## src/rtl/instr_fetch.sv

```systemverilog
// Program store + fetch stage for the 8-bit core; optional load checksum via IFETCH_CHECKSUM_EN.
// Latency: zero-cycle combinational fetch in RUN; load_ready is registered and rises one cycle after load_start.
// Backpressure: load_ready is high only in LOAD; load_valid is ignored in every other state.
module instr_fetch #(
    parameter int          ADDR_W = 8,
    parameter logic [7:0]  BUBBLE = 8'h00
) (
    input  logic              clk,
    input  logic              reset,
    input  logic [7:0]        pc_in,
    input  logic              load_start,
    input  logic              load_valid,
    input  logic [7:0]        load_data,
    input  logic              load_last,
    output logic              load_ready,
    output logic [7:0]        instruction,
    output logic              core_run,
    output logic [ADDR_W:0]   load_count,
    output logic              error
);

    typedef enum logic [1:0] {
        IDLE = 2'd0,
        LOAD = 2'd1,
        RUN  = 2'd2,
        ERR  = 2'd3
    } state_t;

    localparam logic [ADDR_W-1:0] LAST_ADDR = {ADDR_W{1'b1}};

    state_t              state, nextState;
    logic [ADDR_W-1:0]   wrAddr, nextAddr;
    logic [ADDR_W:0]     loadCount, nextCount;
    logic                errorReg, nextError;
    logic                loadReadyReg;
    logic                memWe;
    logic [7:0]          mem [0:(1<<ADDR_W)-1];
    logic                unusedPcHi;

`ifdef IFETCH_CHECKSUM_EN
    logic [7:0]          sumReg, nextSum;
`endif

    // Upper program-counter bits beyond the memory depth are deliberately dropped.
    assign unusedPcHi = ^pc_in;

    always_comb begin
        nextState = state;
        nextAddr  = wrAddr;
        nextCount = loadCount;
        nextError = errorReg;
        memWe     = 1'b0;
`ifdef IFETCH_CHECKSUM_EN
        nextSum   = sumReg;
`endif
        if (load_start) begin
            // A (re)start wins over any byte offered in the same cycle.
            nextState = LOAD;
            nextAddr  = '0;
            nextCount = '0;
            nextError = 1'b0;
`ifdef IFETCH_CHECKSUM_EN
            nextSum   = '0;
`endif
        end else if (state == LOAD && load_valid) begin
`ifdef IFETCH_CHECKSUM_EN
            if (load_last) begin
                if (loadCount != '0 && sumReg == load_data) begin
                    nextState = RUN;
                end else begin
                    nextState = ERR;
                    nextError = 1'b1;
                end
            end else begin
                memWe     = reset;
                nextAddr  = wrAddr + ADDR_W'(1);
                nextCount = loadCount + (ADDR_W+1)'(1);
                nextSum   = sumReg + load_data;
                if (wrAddr == LAST_ADDR) begin
                    nextState = ERR;
                    nextError = 1'b1;
                end
            end
`else
            memWe     = reset;
            nextAddr  = wrAddr + ADDR_W'(1);
            nextCount = loadCount + (ADDR_W+1)'(1);
            if (load_last) begin
                nextState = RUN;
            end else if (wrAddr == LAST_ADDR) begin
                nextState = ERR;
                nextError = 1'b1;
            end
`endif
        end
    end

    always_ff @(posedge clk) begin
        if (!reset) begin
            state        <= IDLE;
            wrAddr       <= '0;
            loadCount    <= '0;
            errorReg     <= 1'b0;
            loadReadyReg <= 1'b0;
        end else begin
            state        <= nextState;
            wrAddr       <= nextAddr;
            loadCount    <= nextCount;
            errorReg     <= nextError;
            loadReadyReg <= (nextState == LOAD);
        end
    end

`ifdef IFETCH_CHECKSUM_EN
    always_ff @(posedge clk) begin
        if (!reset) begin
            sumReg <= '0;
        end else begin
            sumReg <= nextSum;
        end
    end
`endif

    // Program memory survives reset; memWe is already gated by reset.
    always_ff @(posedge clk) begin
        if (memWe) begin
            mem[wrAddr] <= load_data;
        end
    end

    assign load_ready  = loadReadyReg;
    assign core_run    = (state == RUN);
    assign instruction = (state == RUN) ? mem[pc_in[ADDR_W-1:0]] : BUBBLE;
    assign load_count  = loadCount;
    assign error       = errorReg;

endmodule

```

## config.mk

```make
export PLATFORM = sky130hd
export DESIGN_NAME = instr_fetch
export DESIGN_NICKNAME = d
export VERILOG_FILES = /design/src/rtl/instr_fetch.sv
export SDC_FILE = /design/constraint.sdc
export NUM_CORES = 2
export LEC_CHECK = 0
export CORE_MARGIN = 2
export CORE_UTILIZATION = 38
export CTS_CLUSTER_DIAMETER = 60
export DETAILED_ROUTE_END_ITERATION = 12
export PLACE_DENSITY = 0.49
export SYNTH_ARGS = -nofsm -noshare
export SYNTH_HDL_FRONTEND = slang
export SYNTH_SLANG_ARGS = --single-unit
```

## constraint.sdc

```tcl
create_clock -name clk -period 9.27 [get_ports clk]
set_input_delay 1.854 -clock clk [delete_from_list [all_inputs] [get_ports clk]]
set_output_delay 1.854 -clock clk [all_outputs]
set_load 0.05 [all_outputs]
```

==> flow_summary.json <==
{
  "yosysTopAreaCellShare_pct": 75.3,
  "netlist_area_um2": 81700,
  "synth_area_leaders": "edfxtp_1, mux4_2, mux2i_1",
  "synth_edf_count": 2048,
  "power.switching_mw": 4.40,
  "dp_hpwl_um": 156000,
  "path_max_fanout": 23,
  "cts_tree": "built",
  "setup_viol": 0,
  "p_int_mw": 15.4,
  "ir_drop_mv": 0.155,
  "skew_ps": 31.1,
  "grt_pass1_vias": 41700,
  "power_leakage_nw": 28.5,
  "synth_cell_types": 79,
  "routedWlPerCell_um": 33.8,
  "total_power_mw": 19.8,
  "clk_pin_slew_ps": 60,
  "yosysMostFrequentCell": "edfxtp_1",
  "die_area_um2": 219000,
  "antenna_found_initial": 9,
  "period_share_pct": 92.3,
  "pwr-share-seq_pct": 51.9,
  "cp-startpoint": "pc_in[5]",
  "worstPathArrival_ps": 6700,
  "pwr-share-comb_pct": 4.6,
  "r2r_end": "mem[35][3]",
  "yosysWarnings": 0,
  "finalCriticalPeriod_ps": 8560,
  "clock-root-buffer": "clkbuf_16",
  "hold_viol": 0,
  "cts-htree-levels": 4,
  "crit_type": "in -> out",
  "fmaxAchievable_mhz": 117,
  "gr-total-overflow": 0,
  "slowest_delay_ps": 1030,
  "std_cell_rows": 170,
  "crit_slowest_cell": "nor4_1",
  "clock_sinks": 2069,
  "hold_class": "reg -> reg",
  "ys_seq_elements": 2069,
  "endpoint_kind": "output pin",
  "async_flop_share_pct": 0,
  "cp.depth": 9,
  "portBuffers": 40,
  "r2r-start": "wrAddr[5]",
  "synth_flop_cell": "edfxtp_1",
  "startpoint_type": "primary input",
  "clock_latency_ps": 870,
  "place_ws_ps": 833,
  "grt_max_degree": 155,
  "r2r_slack_ps": 5230,
  "powerDensity_nw_per_um2": 215,
  "ioPinCount": 41,
  "post_cts_buffers": 0,
  "worst_pin_slew_ps": 1350,
  "cts_buffers": 219,
  "final-instance-count-excl-fill": 7293,
  "start_util_pct": 38.1,
  "grt_setup_unrepaired": "no",
  "yosysSeqAreaShare_pct": 75.8,
  "maxCapViolCount": 0,
  "cts_resized": 0,
  "gp_congestion": 0.889,
  "syn_to_final_growth_pct": 12.9,
  "fin_tns_setup_ps": 0,
  "slew_viol_final": 0,
  "drtPass1Iterations": 6,
  "cts_max_path_buffers": 3,
  "syn_area_per_cell_um2": 19.6,
  "drt-initial-drc-count": 4787,
  "fin_ws_ps": 711,
  "cp_data_required_time_ps": 7420,
  "grt_first_pass_wirelength_um": 343000,
  "viasPerCell": 5.82,
  "synth_common_cells": "edfxtp_1, mux4_2, nor2_1",
  "place_inst": 6882,
  "crit_family": "simple AND/OR/NAND/NOR gates",
  "cp-endpoint": "instruction[4]",
  "fin_util_pct": 43.0,
  "coreArea_um2": 214000,
  "switching_share_pct": 22.2,
  "vias": 42400,
  "drive_gt1_share_pct": 18.8,
  "hold_buffers": 0,
  "slew-limit-headroom_pct": 9.69,
  "grt_usage_pct": 22.5,
  "ant_nets": 0,
  "status": "completed",
  "yosys.area.top_type": "edfxtp_1",
  "crit_chain": "clkdlybuf4s50_1, buf_4, nand3b_1, nand2b_1, o32ai_1, nor4_1, nand4_1, o22ai_1, buf_12",
  "nets": 4291,
  "reg2reg_depth": 3,
  "worst-path-buf-inv": 3,
  "drc": 0,
  "syn-instance-count": 4156,
  "die_w_um": 468,
  "syn-num-nets": 4182,
  "die_h_um": 468,
  "drt_wl_total_um": 246000,
  "pwr-share-clk_pct": 43.5
}
-- cell usage in the layout, fill, tap and decap left out, types with 10 or more instances in the layout --
master and instances:
nor2b_1 16, buf_12 26, mux4_1 27, o221ai_1 85, clkinv_1 54, mux2_2 11
xor2_1 10, clkbuf_16 220, clkdlybuf4s50_1 20, o22ai_1 80, o31ai_1 11, a2111oi_0 13
nor2_1 314, o21ai_0 64, o32ai_1 13, mux4_2 348, buf_8 10, or3_1 23
buf_4 106, nor4_1 31, nor3_1 79, bufinv_16 16, a21oi_1 45, nand3_1 47
clkbuf_1 45, a211oi_1 32, edfxtp_1 2048, dfxtp_1 21, mux2i_1 277, nand4_1 24
clkinv_2 39, nand2_1 97, nand2b_1 11, a22oi_1 13
-- logic make-up (layout without fill, tap and decap cells) --
kind of cell / after synthesis / count (layout) / share of synthesized area [%]
flip-flops: 2069 / 2069 / 75.8
adder cells (fa/ha/maj): 5 / 5 / 0.0766
AND/OR/NAND/NOR: 709 / 709 / 4.07
XOR/XNOR: 11 / 11 / 0.118
AO/OA/AOI/OAI: 419 / 419 / 3.66
other: 0 / 4 / 0
buffers and inverters: 280 / 575 / 2.23
multiplexers: 663 / 663 / 14.0
-- worst min-delay path by stage --
stage	start	endpoint	slack, ps	cells after the start
2_1_floorplan	wrAddr[0]	wrAddr[0]	480	2
3_3_place_gp	error	error	470	2
3_5_place_dp	error	error	470	2
4_1_cts	error	error	490	2
5_1_grt	load_count[1]	load_count[1]	530	2
6_report	error	error	490	2
-- power groups by stage --
| stage | clock [mW] | combinational, mW | sequential (mW) |
|---|---|---|---|
| after global routing | 9.11 | 0.958 | 10.3 |
| after detailed placement | 0 | 0.923 | 10.5 |
| after floorplan | 0 | 0.472 | 10.5 |
| after global placement | 0 | 0.918 | 10.5 |
| final | 8.61 | 0.918 | 10.3 |
| after CTS | 8.76 | 0.924 | 10.3 |
-- per-stage QoR --
step / hold WS [ps] / cell area, um^2
2_1_floorplan: 478 / 81700
3_3_place_gp: 472 / 85100
3_5_place_dp: 470 / 85100
4_1_cts: 489 / 92200
5_1_grt: 529 / 92200
6_report: 487 / 92200
-- sequential cells by signal, indices dropped and copies added, names as in the netlist --
register / count
load_count: 9
state: 2
mem: 2048
wrAddr: 8
error: 1
load_ready: 1
-- per-layer routing --
| layer | global-route usage, % | vias up | wire length, um |
|---|---|---|---|
| met5 | 0 | - | 32 |
| met4 | 5.98 | 4 | 6370 |
| met3 | 4.12 | 327 | 16800 |
| met2 | 34.8 | 1665 | 115000 |
| met1 | 32.7 | 23000 | 108000 |
| li1 | - | 17500 | - |
-- worst register-to-register path: cells and delay by family, from the launching register on --
family	cells	cell delay, ps
and+or+nand+nor	3	2960
DFF	1	700
-- final cells by class --
type	count	area, um^2
antenna	4	10.0
inverter	5	22.5
sequential	2069	61900
timing repair buffer	163	1680
fill	18700	122000
multi-input combinational	1807	18000
tap	2838	3550
clock inverter	140	1330
clock buffer	267	5700
(Power assumes the default switching activity.)
